File: src/rtl/apb_master_bridge.sv
// Single-outstanding APB requester: valid/ready command in, SETUP/ACCESS transfer out, valid/ready response back.
// Optional ACCESS timeout abort is built only when APB_MST_TIMEOUT_EN is defined.
module apb_master_bridge #(
  parameter int ADDR_W         = 3,
  parameter int DATA_W         = 8,
  parameter int TIMEOUT_CYCLES = 16
) (
  input  logic              PCLK,
  input  logic              PRESETn,
  input  logic              cmd_valid,
  output logic              cmd_ready,
  input  logic              cmd_write,
  input  logic [ADDR_W-1:0] cmd_addr,
  input  logic [DATA_W-1:0] cmd_wdata,
  output logic              rsp_valid,
  input  logic              rsp_ready,
  output logic [DATA_W-1:0] rsp_rdata,
  output logic              rsp_err,
  output logic              rsp_timeout,
  output logic              busy,
  output logic              PSEL,
  output logic              PENABLE,
  output logic              PWRITE,
  output logic [ADDR_W-1:0] PADDR,
  output logic [DATA_W-1:0] PWDATA,
  input  logic              PREADY,
  input  logic [DATA_W-1:0] PRDATA,
  input  logic              PSLVERR
);

  typedef enum logic [1:0] {S_IDLE, S_SETUP, S_ACCESS, S_RESP} state_t;
  state_t state, state_nxt;

  logic              timeout_hit;
  logic              psel_d, penable_d, pwrite_d;
  logic [ADDR_W-1:0] paddr_d;
  logic [DATA_W-1:0] pwdata_d, rsp_rdata_d;
  logic              rsp_valid_d, rsp_err_d, rsp_timeout_d;

`ifdef APB_MST_TIMEOUT_EN
  localparam int CNT_W = $clog2(TIMEOUT_CYCLES + 1);
  localparam logic [CNT_W-1:0] CNT_MAX = CNT_W'(TIMEOUT_CYCLES);
  localparam logic [CNT_W-1:0] CNT_ABORT = CNT_W'(TIMEOUT_CYCLES - 1);
  logic [CNT_W-1:0] wait_cnt;

  // Counts ACCESS cycles that saw PREADY low; the abort fires on the last allowed one.
  always_ff @(posedge PCLK or negedge PRESETn) begin
    if (!PRESETn)                                           wait_cnt <= '0;
    else if (state == S_SETUP)                              wait_cnt <= '0;
    else if (state == S_ACCESS && !PREADY && wait_cnt != CNT_MAX) wait_cnt <= wait_cnt + 1'b1;
  end

  assign timeout_hit = (state == S_ACCESS) && !PREADY && (wait_cnt == CNT_ABORT);
`else
  logic unused_timeout_cfg;
  assign unused_timeout_cfg = ^TIMEOUT_CYCLES;
  assign timeout_hit = 1'b0;
`endif

  assign cmd_ready = (state == S_IDLE);

  always_ff @(posedge PCLK or negedge PRESETn) begin
    if (!PRESETn) state <= S_IDLE;
    else          state <= state_nxt;
  end

  always_comb begin
    state_nxt = state;
    case (state)
      S_IDLE:   if (cmd_valid) state_nxt = S_SETUP;
      S_SETUP:  state_nxt = S_ACCESS;
      S_ACCESS: if (PREADY || timeout_hit) state_nxt = S_RESP;
      S_RESP:   if (rsp_ready) state_nxt = S_IDLE;
      default:  state_nxt = S_IDLE;
    endcase
  end

  // Next values of the registered outputs; anything not touched holds.
  always_comb begin
    psel_d        = PSEL;
    penable_d     = PENABLE;
    pwrite_d      = PWRITE;
    paddr_d       = PADDR;
    pwdata_d      = PWDATA;
    rsp_valid_d   = rsp_valid;
    rsp_rdata_d   = rsp_rdata;
    rsp_err_d     = rsp_err;
    rsp_timeout_d = rsp_timeout;
    case (state)
      S_IDLE: if (cmd_valid) begin
        psel_d    = 1'b1;
        penable_d = 1'b0;
        pwrite_d  = cmd_write;
        paddr_d   = cmd_addr;
        pwdata_d  = cmd_wdata;
      end
      S_SETUP: penable_d = 1'b1;
      S_ACCESS: begin
        // A same-cycle PREADY wins over the timeout abort.
        if (PREADY) begin
          psel_d        = 1'b0;
          penable_d     = 1'b0;
          rsp_valid_d   = 1'b1;
          rsp_rdata_d   = PWRITE ? '0 : PRDATA;
          rsp_err_d     = PSLVERR;
          rsp_timeout_d = 1'b0;
        end else if (timeout_hit) begin
          psel_d        = 1'b0;
          penable_d     = 1'b0;
          rsp_valid_d   = 1'b1;
          rsp_rdata_d   = '0;
          rsp_err_d     = 1'b1;
          rsp_timeout_d = 1'b1;
        end
      end
      S_RESP: if (rsp_ready) rsp_valid_d = 1'b0;
      default: ;
    endcase
  end

  always_ff @(posedge PCLK or negedge PRESETn) begin
    if (!PRESETn) begin
      PSEL        <= 1'b0;
      PENABLE     <= 1'b0;
      PWRITE      <= 1'b0;
      PADDR       <= '0;
      PWDATA      <= '0;
      rsp_valid   <= 1'b0;
      rsp_rdata   <= '0;
      rsp_err     <= 1'b0;
      rsp_timeout <= 1'b0;
      busy        <= 1'b0;
    end else begin
      PSEL        <= psel_d;
      PENABLE     <= penable_d;
      PWRITE      <= pwrite_d;
      PADDR       <= paddr_d;
      PWDATA      <= pwdata_d;
      rsp_valid   <= rsp_valid_d;
      rsp_rdata   <= rsp_rdata_d;
      rsp_err     <= rsp_err_d;
      rsp_timeout <= rsp_timeout_d;
      busy        <= (state_nxt != S_IDLE);
    end
  end

endmodule

File: config.mk
export PLATFORM = sky130hd
export DESIGN_NAME = apb_master_bridge
export DESIGN_NICKNAME = d
export VERILOG_FILES = /design/src/rtl/apb_master_bridge.sv
export SDC_FILE = /design/constraint.sdc
export NUM_CORES = 1
export LEC_CHECK = 0
export CORE_AREA = 8 8 58 65
export CTS_CLUSTER_SIZE = 20
export DETAILED_ROUTE_END_ITERATION = 8
export DIE_AREA = 0 0 66 73
export PLACE_DENSITY_LB_ADDON = 0.3
export SETUP_SLACK_MARGIN = 0.02
export SYNTH_ARGS = -nofsm -noshare
export SYNTH_HDL_FRONTEND = slang
export SYNTH_SLANG_ARGS = --single-unit
File: constraint.sdc
create_clock -name PCLK -period 3.5 [get_ports PCLK]
set_input_delay 0.525 -clock PCLK [delete_from_list [all_inputs] [get_ports PCLK]]
set_output_delay 0.525 -clock PCLK [all_outputs]
set_load 0.03 [all_outputs]
* Yosys cells after proc, flatten, opt, wreduce, memory -nomap -nowiden *
Index checks and enable logic that the tools add are counted.

cells by class
  equality and inequality tests = 6
  mux-type cells = 13
  reduce and logical (&&, ||, !) cells = 10

operators by type and width
  operator                                       count
  AND reduction 3 bit                            3
  two-way mux 8 bit                              1
  one-hot mux 2 bit (4 select lines)             1
  two-way mux 2 bit                              3
  inequality test 2 bit, second input constant   3
  nonzero test 2 bit                             3
  two-way mux 1 bit                              5
  == test 2 bit, second input constant           2
  one-hot mux 1 bit (2 select lines)             2
  AND reduction 2 bit                            2
  one-hot mux 1 bit (3 select lines)             1
  nonzero test 3 bit                             1
  == test 2 x 1 -> 1 bit, second input constant  1
  logical NOT 2 bit                              1

storage, ports and cells
  flip-flop bits (word level) = 27
  output and inout port bits = 27
  input bits = 26
  logic and storage cells = 39

* Logic depth before layout (Yosys ltp) *
  depth after elaboration = 3
  mapped depth = 5
  gate-level depth less buffers = 3

* Worst setup path before layout *
No wires, ideal clock.

  path kind = reg-to-reg
  start point = reg state[1]
  end point = reg PADDR[0]
  path buffers = 2
  setup time = 125 ps
  stages on the path, launching flop included = 6
  period minus slack after synthesis = 1613 ps
  arrival = 1488 ps
  data required time = 3375 ps
  slack = 1887 ps
  path through = dfrtp_1 -> buf_2 -> nor2_2 -> and2_4 -> buf_6 -> mux2_4

between the ends
  cells in the longest elaborated chain, start to end = 2

ends and longest elaborated chain
  what                           RTL line  RTL
  start: declaration             32        state_t state, state_nxt;
  start signal: assignment       64        else state <= state_nxt;
  logical NOT 2 bit              --
  via cmd_ready                  11        output logic cmd_ready,
  AND reduction 2 bit (no line)  --
  end signal: assignment         137       PADDR <= paddr_d;
  end: declaration               24        output logic [ADDR_W-1:0] PADDR,

The timed path passes the listed nets, and every way through them passes these cells.
A chain may end at the register's enable or synchronous reset.

* Worst setup path in the final report *
  start point = reg state[1]
  end point = out cmd_ready

between the ends
  cells in the longest elaborated chain, start to end = 1

ends and longest elaborated chain
  what               RTL line  RTL
  logical NOT 2 bit  60        assign cmd_ready = (state == S_IDLE);
  end: declaration   11

No other way between the ends.

==> results.sh <==
export IMPL_r2r_end="rsp_err"
export IMPL_antenna_found_initial=0
export IMPL_vias_per_cell=4.761
export IMPL_die_width_um=66
export IMPL_cp_max_fo=9
export IMPL_rrSetupSlack_ps=1920
export IMPL_crit_arrival_ps=1680
export IMPL_cts_tree="built"
export IMPL_synthCells=91
export IMPL_drive_above_1_share_pct=11.19
export IMPL_area_growth_pct=49.44
export IMPL_p_leak_nw=0.7258
export IMPL_hold_path_cell_count=2
export IMPL_clock_fmax_mhz=454.3
export IMPL_maxCapViolCount=0
export IMPL_synth_seq_area_share_pct=60.00
export IMPL_drt_iter0_drc=28
export IMPL_end_kind="output pin"
export IMPL_h_tree_depth=1
export IMPL_start_util_pct=41.67
export IMPL_synth_seq_cells=27
export IMPL_hold_class="register to register"
export IMPL_num_antenna_cells=0
export IMPL_final_area_um2=1683
export IMPL_rsz0062_at_grt="no"
export IMPL_numCtsBuffers=3
export IMPL_routabilityCongestion=0.8572
export IMPL_p_per_area_nw_per_um2=946.0
export IMPL_cts_hold_buf=0
export IMPL_min_delay_start="rsp_rdata[2]"
export IMPL_grt_pass1_wl_um=4084
export IMPL_clock_tree_buffer_depth=2
export IMPL_post_cts_buffers=0
export IMPL_postRouteAntennaNets=0
export IMPL_fillers=231
export IMPL_hold_end="rsp_rdata[2]"
export IMPL_synth_area_um2=1126
export IMPL_syn_avg_cell_area_um2=12.37
export IMPL_vdd_drop_max_v=0.0004613
export IMPL_slew_headroom_pct=61.57
export IMPL_hold_viol_final=0
export IMPL_wl_per_cell_um=15.02
export IMPL_cp_required_ps=2970
export IMPL_clkTransAtPathRegs_ps=130
export IMPL_grt_overflow=0
export IMPL_drt_total_wl_um=2644
export IMPL_period_needed_ps=2201
export IMPL_place_worst_setup_slack_ps=1430
export IMPL_clock_root_buffer="clkbuf_4"
export IMPL_tightest_slew_ps=574.7
export IMPL_grt_max_degree=28
export IMPL_syn_num_nets=117
export IMPL_regToRegStartpoint="state[1]"
export IMPL_finalSetupTns_ps=0
export IMPL_ioPinCount=53
export IMPL_clock_skew_ps=4.127
export IMPL_grt_usage_pct=10.58
export IMPL_critPathKind="register to output pin"
export IMPL_routed_via_count=838
export IMPL_final_util_pct=62.27
export IMPL_clock_sinks=27
export IMPL_ctsResizeCount=0
export IMPL_portBuffers=51
export IMPL_worst_r2r_cell_count=2
export IMPL_total_power_mw=1.592
export IMPL_setup_viol=0
export IMPL_worstSetupStartpoint="state[1]"
export IMPL_row_count=20
export IMPL_yosysWarningCount=0
export IMPL_status="finished clean"
export IMPL_drc_errors=0
export IMPL_min_period_over_period_pct=62.89
export IMPL_nets=170
export IMPL_clk_latency_ps=300
export IMPL_firstDrtPassIters=4
export IMPL_ys_types=21
export IMPL_final_setup_worst_slack_ps=1299
export IMPL_drv_slew=0
export IMPL_die_h_um=73
export IMPL_dp_hpwl_um=2086
export IMPL_placed_area_um2=1657
export IMPL_critPathLaunchType="register"
export IMPL_die_area_um2=4818
export IMPL_core_area_um2=2703
export IMPL_grt_pass1_vias=840
[area by class of cell]
| class | count | area, um^2 | share of cell area (%) |
|---|---|---|---|
| multi-input cells | 58 | 414.1 | 24.61 |
| inverters | 2 | 7.507 | 0.4461 |
| flip-flops and latches | 27 | 675.6 | 40.15 |
| repair buffers | 52 | 518.0 | 30.78 |
| well taps | 33 | 41.29 | 2.454 |
| clock buffers | 4 | 26.28 | 1.561 |
[worst max-delay path: stages (launching register included)]
cell and delay, ps:
dfrtp_1 510, nor2_2 170, clkdlybuf4s50_1 690
[worst max-delay path by stage]
stage | end | slack [ps] | depth (start not counted)
CTS | cmd_ready | 1290 | 2
global placement | rsp_err | 1490 | 3
global route | cmd_ready | 1210 | 2
detailed placement | rsp_err | 1430 | 3
floorplan | PADDR[0] | 1890 | 5
finish | cmd_ready | 1300 | 2
[routing by layer]
layer,global-route usage (%),vias up,part of all wire [%]
met2,18.66,27,52
li1,-,406,-
met4,3.563,0,1.0
met1,11.36,403,38
met5,0,-,0
met3,3.687,2,9.4
[power by group]
group	switching (mW)	total (mW)	internal, mW
Combinational	0.473	0.900	0.426
Clock	0.0805	0.125	0.0444
Sequential	0.108	0.568	0.459
Total	0.662	1.59	0.930
[sequential cells by signal, summed over array words and instances, names as in the netlist]
name,cells
PENABLE,1
state,2
rsp_err,1
busy,1
PWDATA,8
PSEL,1
rsp_valid,1
rsp_rdata,8
PADDR,3
PWRITE,1
[cell usage after synthesis]
cell type / number / share of area, %
nor2_2: 1 / 0.56
buf_2: 2 / 0.89
nor2_1: 3 / 1.0
o21ai_0: 4 / 1.8
mux2i_1: 1 / 0.89
mux2_1: 3 / 3.0
buf_6: 1 / 1.0
inv_1: 2 / 0.67
conb_1: 1 / 0.33
nand2_1: 12 / 4.0
buf_4: 1 / 0.67
dfrtp_1: 27 / 60
nor2b_1: 1 / 0.56
nor3_1: 1 / 0.44
a21oi_1: 2 / 0.89
o21ai_1: 8 / 3.6
o22ai_1: 1 / 0.56
mux2_4: 10 / 13
and2_4: 1 / 0.78
nand2b_1: 8 / 4.4
nand3b_1: 1 / 0.67
[through the flow]
stage / instances / hold WS (ps)
after global placement: 172 / 468.1
final: 176 / 504.2
after detailed placement: 172 / 478.1
after CTS: 176 / 509.1
after floorplan: 91 / 229.4
after global routing: 176 / 523.4
[cells by family (layout without fill, tap and decap cells)]
logic type,after synthesis,in the layout,synth area share (%)
and+or+nand+nor,28,28,12.44
DFF,27,27,60.00
AOI/OAI and AO/OA,15,15,6.778
muxes,14,14,17.22
buffers and inverters,6,58,3.223
other,1,1,0.3330
[cells in the final DEF (no fill, tap or decap)]
cell             netlist  layout
clkdlybuf4s50_1        0      51
dfrtp_1               27      27
nand2_1               12      12
mux2_4                10      10
nand2b_1               8       8
o21ai_1                8       8
o21ai_0                4       4
nor2_1                 3       3
mux2_1                 3       3
clkbuf_4               0       3
inv_1                  2       2
a21oi_1                2       2
nor2_2                 1       1
mux2i_1                1       1
o22ai_1                1       1
nor3_1                 1       1
nand3b_1               1       1
and2_4                 1       1
nor2b_1                1       1
conb_1                 1       1
clkbuf_1               0       1
buf_4                  1       1
(Power assumes the default switching activity.)
